### src/rtl/ob_ddr_writeback_ctrl_pkg.sv
// Shared types and elaboration helpers for the OB-to-DDR writeback controller.
// Holds the FSM encoding, ceil-log2 and the output word-width derivation.
package ob_ddr_writeback_ctrl_pkg;

   typedef enum logic [1:0] {
      ST_IDLE,
      ST_START,
      ST_RUN,
      ST_FLUSH
   } wb_state_e;

   function automatic int clogb2(input int value);
      int r;
      r = 0;
      while ((1 << r) < value) r++;
      return r;
   endfunction

   function automatic int word_width(input int data_len, input int buffer_num);
      return data_len * buffer_num;
   endfunction

endpackage

### src/rtl/ob_ddr_writeback_ctrl_if.sv
// Bus bundle between the writeback controller, the OB read port and the DDR write master.
// The controller drives the master side; OB memory and DDR FIFO sit on the slave side.
interface ob_ddr_writeback_ctrl_if #(
   parameter int DDR_ADDR_LEN = 32,
   parameter int ADDR_LEN     = 16,
   parameter int SINGLE_LEN   = 24,
   parameter int W            = 128
);
   logic [DDR_ADDR_LEN-1:0] ddr_st_addr_out;
   logic [SINGLE_LEN-1:0]   ddr_len;
   logic                    ddr_conf;
   logic                    ddr_fifo_full;
   logic                    ddr_fifo_wr;
   logic [W-1:0]            ddr_fifo_data;
   logic [ADDR_LEN-1:0]     ob_addr;
   logic                    ob_en;
   logic [W-1:0]            ob_data;

   modport master (
      output ddr_st_addr_out, ddr_len, ddr_conf, ddr_fifo_wr, ddr_fifo_data,
      output ob_addr, ob_en,
      input  ddr_fifo_full, ob_data
   );

   modport slave (
      input  ddr_st_addr_out, ddr_len, ddr_conf, ddr_fifo_wr, ddr_fifo_data,
      input  ob_addr, ob_en,
      output ddr_fifo_full, ob_data
   );
endinterface

### src/rtl/ob_ddr_writeback_ctrl_sync_skid_fifo.sv
// Small synchronous FIFO with first-word-fall-through head and occupancy count.
// Writes when full and reads when empty are ignored.
module ob_ddr_writeback_ctrl_sync_skid_fifo
   import ob_ddr_writeback_ctrl_pkg::*;
#(
   parameter int  WIDTH = 128,
   parameter int  DEPTH = 4,
   localparam int AW    = clogb2(DEPTH),
   localparam int CW    = AW + 1
) (
   input  logic             clk,
   input  logic             rst_n,
   input  logic             wr_i,
   input  logic [WIDTH-1:0] wr_data_i,
   input  logic             rd_i,
   output logic [WIDTH-1:0] rd_data_o,
   output logic             empty_o,
   output logic [CW-1:0]    count_o
);

   logic [WIDTH-1:0] mem_q [DEPTH];
   logic [AW-1:0]    wr_ptr_q, wr_ptr_d;
   logic [AW-1:0]    rd_ptr_q, rd_ptr_d;
   logic [CW-1:0]    count_q,  count_d;
   logic             do_wr, do_rd;

   assign do_wr = wr_i && (count_q != CW'(DEPTH));
   assign do_rd = rd_i && (count_q != '0);

   always_comb begin
      wr_ptr_d = wr_ptr_q;
      rd_ptr_d = rd_ptr_q;
      count_d  = count_q;
      if (do_wr) wr_ptr_d = wr_ptr_q + AW'(1);
      if (do_rd) rd_ptr_d = rd_ptr_q + AW'(1);
      // Simultaneous push and pop leaves occupancy unchanged.
      case ({do_wr, do_rd})
         2'b10:   count_d = count_q + CW'(1);
         2'b01:   count_d = count_q - CW'(1);
         default: count_d = count_q;
      endcase
   end

   always_ff @(posedge clk) begin
      if (!rst_n) begin
         wr_ptr_q <= '0;
         rd_ptr_q <= '0;
         count_q  <= '0;
      end else begin
         wr_ptr_q <= wr_ptr_d;
         rd_ptr_q <= rd_ptr_d;
         count_q  <= count_d;
      end
   end

   always_ff @(posedge clk) begin
      if (do_wr) mem_q[wr_ptr_q] <= wr_data_i;
   end

   assign rd_data_o = mem_q[rd_ptr_q];
   assign empty_o   = (count_q == '0);
   assign count_o   = count_q;

endmodule

### src/rtl/ob_ddr_writeback_ctrl.sv
// Drains word_num consecutive output-buffer words into the DDR write FIFO after a
// one-cycle write-transaction configuration pulse, honouring OB read latency and FIFO backpressure.
module ob_ddr_writeback_ctrl
   import ob_ddr_writeback_ctrl_pkg::*;
#(
   parameter int DDR_ADDR_LEN = 32,
   parameter int ADDR_LEN     = 16,
   parameter int DATA_LEN     = 64,
   parameter int BUFFER_NUM   = 2,
   parameter int SINGLE_LEN   = 24,
   parameter int RD_LATENCY   = 2,
   parameter int LF_DEPTH     = 4
) (
   input  logic                    clk,
   input  logic                    rst_n,
   input  logic                    conf_i,
   input  logic [SINGLE_LEN-1:0]   word_num_i,
   input  logic [SINGLE_LEN-1:0]   ddr_byte_i,
   input  logic [DDR_ADDR_LEN-1:0] ddr_st_addr_i,
   input  logic [ADDR_LEN-1:0]     ob_st_addr_i,
   output logic                    idle_o,
   output logic                    done_o,
   ob_ddr_writeback_ctrl_if.master bus
);

   localparam int W     = word_width(DATA_LEN, BUFFER_NUM);
   localparam int LF_CW = clogb2(LF_DEPTH) + 1;

   wb_state_e               state_q,       state_d;
   logic [SINGLE_LEN-1:0]   word_num_q,    word_num_d;
   logic [ADDR_LEN-1:0]     ob_st_addr_q,  ob_st_addr_d;
   logic [DDR_ADDR_LEN-1:0] ddr_addr_q,    ddr_addr_d;
   logic [SINGLE_LEN-1:0]   ddr_len_q,     ddr_len_d;
   logic [SINGLE_LEN-1:0]   issued_q,      issued_d;
   logic [SINGLE_LEN-1:0]   pushed_q,      pushed_d;
   logic [RD_LATENCY-1:0]   rd_vld_q,      rd_vld_d;

   logic                    issue, push, done, credit_ok;
   logic [SINGLE_LEN-1:0]   pushed_inc;
   logic                    lf_empty;
   logic [LF_CW-1:0]        lf_count;
   logic [W-1:0]            lf_head;
   int                      rd_cnt;

   ob_ddr_writeback_ctrl_sync_skid_fifo #(
      .WIDTH (W),
      .DEPTH (LF_DEPTH)
   ) u_lf (
      .clk       (clk),
      .rst_n     (rst_n),
      .wr_i      (rd_vld_q[RD_LATENCY-1]),
      .wr_data_i (bus.ob_data),
      .rd_i      (push),
      .rd_data_o (lf_head),
      .empty_o   (lf_empty),
      .count_o   (lf_count)
   );

   // Reads in flight plus buffered words never exceed LF depth, so returns always fit.
   always_comb begin
      rd_cnt = 0;
      for (int i = 0; i < RD_LATENCY; i++) rd_cnt += int'(rd_vld_q[i]);
      credit_ok = (rd_cnt + int'(lf_count)) < LF_DEPTH;
   end

   assign push       = !lf_empty && !bus.ddr_fifo_full;
   assign pushed_inc = push ? pushed_q + SINGLE_LEN'(1) : pushed_q;

   always_comb begin
      state_d      = state_q;
      word_num_d   = word_num_q;
      ob_st_addr_d = ob_st_addr_q;
      ddr_addr_d   = ddr_addr_q;
      ddr_len_d    = ddr_len_q;
      issued_d     = issued_q;
      pushed_d     = pushed_inc;
      issue        = 1'b0;
      done         = 1'b0;
      case (state_q)
         ST_IDLE: begin
            if (conf_i) begin
               word_num_d   = word_num_i;
               ob_st_addr_d = ob_st_addr_i;
               ddr_addr_d   = ddr_st_addr_i;
               ddr_len_d    = ddr_byte_i;
               issued_d     = '0;
               pushed_d     = '0;
               // An empty job skips the DDR handshake and finishes from FLUSH next cycle.
               state_d      = (word_num_i == '0) ? ST_FLUSH : ST_START;
            end
         end
         ST_START: state_d = ST_RUN;
         ST_RUN: begin
            if ((issued_q < word_num_q) && credit_ok) begin
               issue    = 1'b1;
               issued_d = issued_q + SINGLE_LEN'(1);
               if (issued_d == word_num_q) state_d = ST_FLUSH;
            end
         end
         ST_FLUSH: begin
            if (pushed_inc == word_num_q) begin
               done    = 1'b1;
               state_d = ST_IDLE;
            end
         end
         default: state_d = ST_IDLE;
      endcase
      rd_vld_d = RD_LATENCY'({rd_vld_q, issue});
   end

   always_ff @(posedge clk) begin
      if (!rst_n) begin
         state_q      <= ST_IDLE;
         word_num_q   <= '0;
         ob_st_addr_q <= '0;
         ddr_addr_q   <= '0;
         ddr_len_q    <= '0;
         issued_q     <= '0;
         pushed_q     <= '0;
         rd_vld_q     <= '0;
      end else begin
         state_q      <= state_d;
         word_num_q   <= word_num_d;
         ob_st_addr_q <= ob_st_addr_d;
         ddr_addr_q   <= ddr_addr_d;
         ddr_len_q    <= ddr_len_d;
         issued_q     <= issued_d;
         pushed_q     <= pushed_d;
         rd_vld_q     <= rd_vld_d;
      end
   end

   assign bus.ddr_st_addr_out = ddr_addr_q;
   assign bus.ddr_len         = ddr_len_q;
   assign bus.ddr_conf        = (state_q == ST_START);
   assign bus.ddr_fifo_wr     = push;
   assign bus.ddr_fifo_data   = lf_head;
   assign bus.ob_en           = issue;
   assign bus.ob_addr         = ob_st_addr_q + ADDR_LEN'(issued_q);
   assign idle_o              = (state_q == ST_IDLE);
   assign done_o              = done;

endmodule

### src/flat_wrapper.sv
// flat-port wrapper written by rule: the top's interface ports become plain ports
module ob_ddr_writeback_ctrl_flat import ob_ddr_writeback_ctrl_pkg::*;
#(
   parameter int DDR_ADDR_LEN = 32,
   parameter int ADDR_LEN     = 16,
   parameter int DATA_LEN     = 64,
   parameter int BUFFER_NUM   = 2,
   parameter int SINGLE_LEN   = 24,
   parameter int RD_LATENCY   = 2,
   parameter int LF_DEPTH     = 4
)
  (clk, rst_n, conf_i, word_num_i, ddr_byte_i, ddr_st_addr_i, ob_st_addr_i, idle_o, done_o, bus_ddr_st_addr_out, bus_ddr_len, bus_ddr_conf, bus_ddr_fifo_wr, bus_ddr_fifo_data, bus_ob_addr, bus_ob_en, bus_ddr_fifo_full, bus_ob_data);
  ob_ddr_writeback_ctrl_if #(.DDR_ADDR_LEN(DDR_ADDR_LEN), .ADDR_LEN(ADDR_LEN), .SINGLE_LEN(SINGLE_LEN), .W(128)) bus_i ();
  input  logic clk;
  input  logic rst_n;
  input  logic conf_i;
  input  logic [SINGLE_LEN-1:0] word_num_i;
  input  logic [SINGLE_LEN-1:0] ddr_byte_i;
  input  logic [DDR_ADDR_LEN-1:0] ddr_st_addr_i;
  input  logic [ADDR_LEN-1:0] ob_st_addr_i;
  output logic idle_o;
  output logic done_o;
  output wire logic [$bits(bus_i.ddr_st_addr_out)-1:0] bus_ddr_st_addr_out;
  output wire logic [$bits(bus_i.ddr_len)-1:0] bus_ddr_len;
  output wire logic [$bits(bus_i.ddr_conf)-1:0] bus_ddr_conf;
  output wire logic [$bits(bus_i.ddr_fifo_wr)-1:0] bus_ddr_fifo_wr;
  output wire logic [$bits(bus_i.ddr_fifo_data)-1:0] bus_ddr_fifo_data;
  output wire logic [$bits(bus_i.ob_addr)-1:0] bus_ob_addr;
  output wire logic [$bits(bus_i.ob_en)-1:0] bus_ob_en;
  input wire logic [$bits(bus_i.ddr_fifo_full)-1:0] bus_ddr_fifo_full;
  input wire logic [$bits(bus_i.ob_data)-1:0] bus_ob_data;
  assign bus_ddr_st_addr_out = bus_i.ddr_st_addr_out;
  assign bus_ddr_len = bus_i.ddr_len;
  assign bus_ddr_conf = bus_i.ddr_conf;
  assign bus_ddr_fifo_wr = bus_i.ddr_fifo_wr;
  assign bus_ddr_fifo_data = bus_i.ddr_fifo_data;
  assign bus_ob_addr = bus_i.ob_addr;
  assign bus_ob_en = bus_i.ob_en;
  assign bus_i.ddr_fifo_full = bus_ddr_fifo_full;
  assign bus_i.ob_data = bus_ob_data;
  ob_ddr_writeback_ctrl #(.DDR_ADDR_LEN(DDR_ADDR_LEN), .ADDR_LEN(ADDR_LEN), .DATA_LEN(DATA_LEN), .BUFFER_NUM(BUFFER_NUM), .SINGLE_LEN(SINGLE_LEN), .RD_LATENCY(RD_LATENCY), .LF_DEPTH(LF_DEPTH)) u_core (.clk(clk), .rst_n(rst_n), .conf_i(conf_i), .word_num_i(word_num_i), .ddr_byte_i(ddr_byte_i), .ddr_st_addr_i(ddr_st_addr_i), .ob_st_addr_i(ob_st_addr_i), .idle_o(idle_o), .done_o(done_o), .bus(bus_i));
endmodule
### config.mk
export PLATFORM = sky130hd
export DESIGN_NAME = ob_ddr_writeback_ctrl_flat
export DESIGN_NICKNAME = d
export VERILOG_FILES = /design/src/rtl/ob_ddr_writeback_ctrl_pkg.sv /design/src/rtl/ob_ddr_writeback_ctrl_if.sv /design/src/rtl/ob_ddr_writeback_ctrl_sync_skid_fifo.sv /design/src/rtl/ob_ddr_writeback_ctrl.sv /design/src/flat_wrapper.sv
export SDC_FILE = /design/constraint.sdc
export NUM_CORES = 1
export LEC_CHECK = 0
export CAP_MARGIN = 5
export CORE_AREA = 2 2 180 271
export CTS_CLUSTER_SIZE = 25
export DETAILED_ROUTE_END_ITERATION = 10
export DIE_AREA = 0 0 182 273
export PLACE_DENSITY_LB_ADDON = 0.08
export SYNTH_ARGS = -nofsm -noshare
export SYNTH_HDL_FRONTEND = slang
export SYNTH_SLANG_ARGS = --single-unit
### constraint.sdc
create_clock -name clk -period 11.03 [get_ports clk]
set_input_delay 2.206 -clock clk [delete_from_list [all_inputs] [get_ports clk]]
set_output_delay 2.206 -clock clk [all_outputs]
set_load 0.01 [all_outputs]
==> results of run 1 <==
state kept, by name, summed over array words and instances (netlist names), 3 cells and up, named ones only:
name and count:
u_core.ob_st_addr_q 16, u_core.u_lf.mem_q 512, u_core.pushed_q 24, u_core.word_num_q 24, u_core.bus.ddr_st_addr_out 32, u_core.bus.ddr_len 24, u_core.issued_q 24, u_core.u_lf.count_o 3
through the flow:
step | worst slack, ps | util, % | power [W]
after floorplan | 4579 | - | 0.002943
after global routing | 2549 | 72.03 | 0.005370
after CTS | 2885 | 72.00 | 0.005253
final | 2849 | 72.03 | 0.005213
after detailed placement | 2906 | 67.78 | 0.003138
after global placement | 2828 | 67.78 | 0.003130
worst max-delay path, stage by stage:
cell and delay [ps]:
clkdlybuf4s50_1 540, nand3b_1 340, nor4_1 630, nor3_1 130, a2111oi_0 460, nand4_1 180, or4_1 560, nor3_1 310
clkdlybuf4s50_1 620
cell families (layout without fill, tap and decap cells):
| group | count (synthesis) | count (layout) | share of synthesized area (%) |
|---|---|---|---|
| AOI/OAI and AO/OA | 237 | 237 | 5.141 |
| xor gates and xnor gates | 89 | 89 | 3.248 |
| adders and majority gates | 54 | 54 | 2.536 |
| buffers and inverters | 140 | 604 | 2.017 |
| DFF | 669 | 669 | 68.00 |
| muxes | 134 | 134 | 10.81 |
| other | 0 | 7 | 0 |
| and+or+nand+nor | 473 | 473 | 8.256 |
final timing paths:
| kind | slack (ps) | endpoint | cells past startpoint | startpoint |
|---|---|---|---|---|
| max | 2850 | done_o | 9 | bus_ddr_fifo_full |
| min | 450 | u_core.bus.ddr_st_addr_out[15] | 2 | u_core.bus.ddr_st_addr_out[15] |
| max reg2reg | 7070 | u_core.issued_q[16] | 12 | u_core.word_num_q[12] |
| min reg2reg | 450 | u_core.bus.ddr_st_addr_out[15] | 2 | u_core.bus.ddr_st_addr_out[15] |
layout by cell type, fill, tap and decap left out, drive strengths merged, types with 28 or more instances in the layout:
master           n
xnor2           61
clkdlybuf4s50  432
o21ai           28
mux4           128
nand2          245
edfxtp         512
clkbuf          67
a21oi          133
inv             58
dfxtp          157
nor2            60
ha              52
nand3           31
report_power, final:
part	internal, W	total (W)	leakage, nW	switching (W)
Clock	0.00123	0.00213	0.958	0.000903
Sequential	0.00273	0.00276	5.88	0.0000293
Combinational	0.000169	0.000321	4.34	0.000152
Total	0.00413	0.00521	11.2	0.00108
layout make-up:
class | count | area share, %
flip-flops and latches | 669 | 54.34
multi-input cells | 987 | 24.01
repair buffers | 441 | 12.92
clock buffers | 67 | 4.352
well taps | 600 | 2.202
clock inverters | 39 | 1.501
inverters | 57 | 0.6312
diodes | 7 | 0.05138
routing by layer:
metal | GRT usage [%] | routed length [um] | up-vias
met5 | 0 | 0 | -
met1 | 30.09 | 24010 | 8232
met3 | 4.264 | 3623 | 152
met4 | 12.97 | 3208 | 0
li1 | - | - | 7690
met2 | 46.56 | 34510 | 594
==> summary.md, run 1 <==
| Metric | Value |
|---|---|
| Post-CTS resize count | `0` |
| IO Count | `433` |
| # setup viols final | `0` |
| I/O Buffers | `432` |
| Ys flop type | `edfxtp_1` |
| FFs w/ async S/R, synth | `0%` |
| CP endpoint kind | `output port` |
| Startpoint Class | `input pin` |
| Top-count cell post-synth | `edfxtp_1` |
| Initial antenna violation count | `7` |
| TritonCTS clock tree | `yes` |
| Clk_lat worst skew | `600 ps` |
| Core Region | `47330 sq um` |
| Initial Util | `57.54%` |
| Sequential area share after synthesis | `68.00%` |
| Share of layout cells above drive strength 1 | `11.42%` |
| Gr usage total | `25.91%` |
| CP required | `8820 ps` |
| Critical path type | `input pin to output port` |
| PD cells | `152.9 nW/um^2` |
| Netlist Area Pre-Place | `27230 sq um` |
| Period utilization | `74.17%` |
| Synthesized area per cell | `15.16 sq um` |
| Highest Clock Rate | `0.1222 GHz` |
| Die width | `182 um` |
| Largest net degree at the start of global routing | `99` |
| Seq cells post-synth | `669` |
| Yosys warnings | `0` |
| Relative slew slack | `24.78%` |
| Clock buffer depth | `3` |
| Clock Skew | `15.19 ps` |
| Post-placement cell count | `2754` |
| Max-Cap Viols | `0` |
| Routability cong. | `0.9247` |
| Clock transition at the registers of the reported paths | `70 ps` |
| Via count | `16.67k` |
| Hold_buf cts | `0` |
| Post-DP Area | `32080 sq um` |
| DRT Pass-1 Iters | `8` |
| Design Area, Final | `34090 sq um` |
| Status | `completed` |
| Area Overhead vs Synth | `25.19%` |
| Clock Tree Root | `clkbuf_16` |
| Routed Antenna Nets | `0` |
| Vias/cell | `5.814` |
| RSZ-0062 raised after global routing | `no` |
| # rows | `98` |
| Worst EP arrival | `5980 ps` |
| Post-synthesis cell count | `1796` |
| Synth top cells by count | `edfxtp_1, nand2_1, dfxtp_1` |
| Max H-tree Level | `2` |
| Routed WL per cell | `22.79 um` |
| Fill cells | `3150` |
| Total clock sinks | `669` |
| Reg area | `18530 sq um` |
| Vias in the first global route | `16.97k` |
| Layout net count | `2495` |
| Slew @ Worst Pin | `1128 ps` |
| Max IR drop VDD | `0.0001225 V` |
| Setup TNS | `0 ps` |
| CTS Buf Count | `57` |
| P_leak | `11.18 nW` |
| Die height | `273 um` |
| Area occupied by multi-input gates | `8185 sq um` |
| Slew Viols, Final | `0` |
| Non-Filler Instances | `2867` |
| Syn nets | `2078` |
| Post-synth EDFFs | `512` |
| DRC | `0` |
| Drt first-iter violations | `1164` |
| Worst hold path type | `register to register` |
| Post-DP HPWL | `43310 um` |
| Die area | `49690 sq um` |
| Post-Route WL | `65350 um` |
| Top cells by area, synth | `edfxtp_1, dfxtp_1, mux4_2` |
| Post-synth top area share | `56.46%` |
| Synth area leader | `edfxtp_1` |
| Fin crit period | `8181 ps` |
| Yosys cell types | `74` |
| First-pass GRT wire length | `98130 um` |
| Crit path max fanout | `7` |
| Hold Fails Final Rpt | `0` |
| Worst hold slack | `453.5 ps` |
| Post-CTS Setup Bufs | `0` |
| Overflow after GRT | `0` |
Note: power is estimated with default switching activity, not from simulation.
==> inputs of run 2 (changes only) <==
--- a/config.mk
+++ b/config.mk
@@ -6,10 +6,10 @@
 export NUM_CORES = 1
 export LEC_CHECK = 0
 export CAP_MARGIN = 5
-export CORE_AREA = 2 2 180 271
+export CORE_AREA = 2 2 187 281
 export CTS_CLUSTER_SIZE = 25
 export DETAILED_ROUTE_END_ITERATION = 10
-export DIE_AREA = 0 0 182 273
+export DIE_AREA = 0 0 189 283
 export PLACE_DENSITY_LB_ADDON = 0.08
 export SYNTH_ARGS = -nofsm -noshare
 export SYNTH_HDL_FRONTEND = slang
==> constraint.sdc (replaced) <==
create_clock -name clk -period 7.85 [get_ports clk]
set_input_delay 1.57 -clock clk [delete_from_list [all_inputs] [get_ports clk]]
set_output_delay 1.57 -clock clk [all_outputs]
set_load 0.01 [all_outputs]
==> run 2 against run 1 <==
- clock skew increased by 9.9 ps
- die area rose by 7.7%
- count of clock-buffer cells in the layout is 4 higher
- cell count increased by 2.9%
- utilization down 5.1 points
- non-clock buffer count grew 4
- register-to-register slack got worse by 3200 ps
- sequential share of layout area decreased by 0.22 points
- setup slack got worse by 1900 ps
- combinational power up 40%
==> summary.md, run 2 (synthesized netlist as in run 1, its figures left out) <==
| Metric | Value |
|---|---|
| Clock Tree Root | `clkbuf_16` |
| Worst EP arrival | `5350 ps (-630 ps)` |
| CP endpoint kind | `output port` |
| P_leak | `11.23 nW (+0.44%)` |
| Max IR drop VDD | `0.0001904 V (+56%)` |
| CTS Buf Count | `59 (+3.5%)` |
| Hold Fails Final Rpt | `0 (unchanged)` |
| Clk_lat worst skew | `610 ps (about the same)` |
| Reg2reg setup slack | `3870 ps (-3200 ps)` |
| # setup viols final | `0 (unchanged)` |
| Post-DP HPWL | `43280 um (about the same)` |
| Largest net degree at the start of global routing | `111 (+12%)` |
| # rows | `102 (+4.1%)` |
| Clock transition at the registers of the reported paths | `60 ps (about the same)` |
| Vias in the first global route | `17.01k (+0.23%)` |
| Layout net count | `2501 (+0.24%)` |
| Most frequent cells in the layout | `edfxtp_1, clkdlybuf4s50_1, nand2_1` |
| DRC | `0 (unchanged)` |
| Clock buffer depth | `3 (unchanged)` |
| CP required | `6280 ps (-2540 ps)` |
| Crit path max fanout | `7 (unchanged)` |
| Slew Viols, Final | `0 (unchanged)` |
| Reg2Reg Capture Point | `u_core.issued_q[23]` |
| Highest Clock Rate | `0.1444 GHz` |
| Routability cong. | `0.8961 (-3.1%)` |
| RSZ-0062 raised after global routing | `no` |
| Die height | `283 um (+3.7%)` |
| Routed WL per cell | `21.73 um (-4.7%)` |
| Leading cell type in the layout, fill and taps excluded | `edfxtp_1` |
| Routed Antenna Nets | `0 (unchanged)` |
| Post-Route WL | `64120 um (-1.9%)` |
| Hold path depth | `2 (unchanged)` |
| Clock Skew | `25.05 ps (+9.858 ps)` |
| Die area | `53490 sq um (+7.7%)` |
| Initial Util | `53.22% (-4.3 points)` |
| Top reg by flops | `u_core.u_lf.mem_q` |
| Post-CTS resize count | `0 (unchanged)` |
| Setup TNS | `0 ps (unchanged)` |
| Gr usage total | `23.90% (-2.0 points)` |
| Critical path type | `input pin to output port` |
| Period utilization | `88.20%` |
| Cell depth of the worst flop-to-flop path | `11 (-1)` |
| DRT Pass-1 Iters | `5 (-3)` |
| Hold_sp | `u_core.bus.ddr_len[17]` |
| Die width | `189 um (+3.8%)` |
| Vias/cell | `5.628 (-3.2%)` |
| IO Count | `433 (unchanged)` |
| Status | `completed` |
| Fin util | `66.89% (-5.1 points)` |
| Pre-CTS setup slack | `987.3 ps (-1918 ps)` |
| Slew @ Worst Pin | `1168 ps (+39.77 ps)` |
| Area Overhead vs Synth | `25.70%` |
| Via count | `16.61k (-0.35%)` |
| Hold EP | `u_core.bus.ddr_len[17]` |
| TritonCTS clock tree | `yes` |
| Drt first-iter violations | `1042 (-10%)` |
| Startpoint Class | `input pin` |
| Post-CTS Setup Bufs | `0 (unchanged)` |
| Fin crit period | `6924 ps` |
| Post-DP Area | `32210 sq um (+0.39%)` |
| Worst setup margin | `926.1 ps (-1923 ps)` |
| Total clock sinks | `669 (unchanged)` |
| Share of layout cells above drive strength 1 | `11.47% (+0.053 points)` |
| Hold_buf cts | `0 (unchanged)` |
| Worst hold slack | `452.5 ps (-1.042 ps)` |
| Number of flip-flops in the largest register | `512 (unchanged)` |
| PD cells | `212.8 nW/um^2 (+39%)` |
| Max-Cap Viols | `0 (unchanged)` |
| Worst hold path type | `register to register` |
| Design Area, Final | `34230 sq um (+0.41%)` |
| Initial antenna violation count | `8 (+1)` |
| Reg2reg start | `u_core.word_num_q[7]` |
| Overflow after GRT | `0 (unchanged)` |
| Core Region | `51180 sq um (+8.1%)` |
| Max H-tree Level | `2 (unchanged)` |
| I/O Buffers | `432 (unchanged)` |
| First-pass GRT wire length | `97620 um (-0.52%)` |
| Relative slew slack | `22.13% (-2.7 points)` |
## run 2: critical path: stages
cell and delay [ps]:
clkdlybuf4s50_1 540, nand3b_1 350, nor4_1 570, nor3_1 130, a2111oi_0 510, nand4_1 200, or4_1 590, nor3_1 270
clkdlybuf4s50_1 620
## run 2: cell type report
class | count | area [sq um]
clock buffer | 71 | 1564
clock inverter | 38 | 442.9
timing repair buffer | 445 | 4434
sequential | 669 | 18530
multi-input combinational | 987 | 8185
antenna | 8 | 20.02
inverter | 57 | 215.2
tap | 676 | 845.8
fill | 3676 | 16940
## run 2: how the worst max path moves through the flow
stage | to | slack, ps | cells after the start | startpoint
final | done_o | 930 | 9 | bus_ddr_fifo_full
after global routing | done_o | 690 | 9 | bus_ddr_fifo_full
after CTS | done_o | 960 | 9 | bus_ddr_fifo_full
after detailed placement | done_o | 990 | 9 | bus_ddr_fifo_full
after global placement | done_o | 890 | 9 | bus_ddr_fifo_full
after floorplan | done_o | 2670 | 8 | bus_ddr_fifo_full
## run 2: stage by stage
stage,cells,power (W)
floorplan,1796,0.004135
global placement,2834,0.004393
detailed placement,2834,0.004405
CTS,2943,0.007359
global route,2950,0.007512
finish,2951,0.007285
## run 2: metal layers
| layer | routed length (um) | vias up | global-route usage [%] |
|---|---|---|---|
| met3 | 3220 | 134 | 3.679 |
| met5 | 13 | - | 0 |
| met4 | 3366 | 2 | 12.03 |
| li1 | - | 7713 | - |
| met2 | 33630 | 520 | 42.28 |
| met1 | 23900 | 8240 | 28.18 |
## run 2: power breakdown
| group | switching [W] | leakage [nW] | internal, W |
|---|---|---|---|
| combinational | 0.000210 | 4.36 | 0.000237 |
| sequential | 0.0000389 | 5.88 | 0.00384 |
| clock | 0.00126 | 0.986 | 0.00169 |
| total | 0.00151 | 11.2 | 0.00577 |
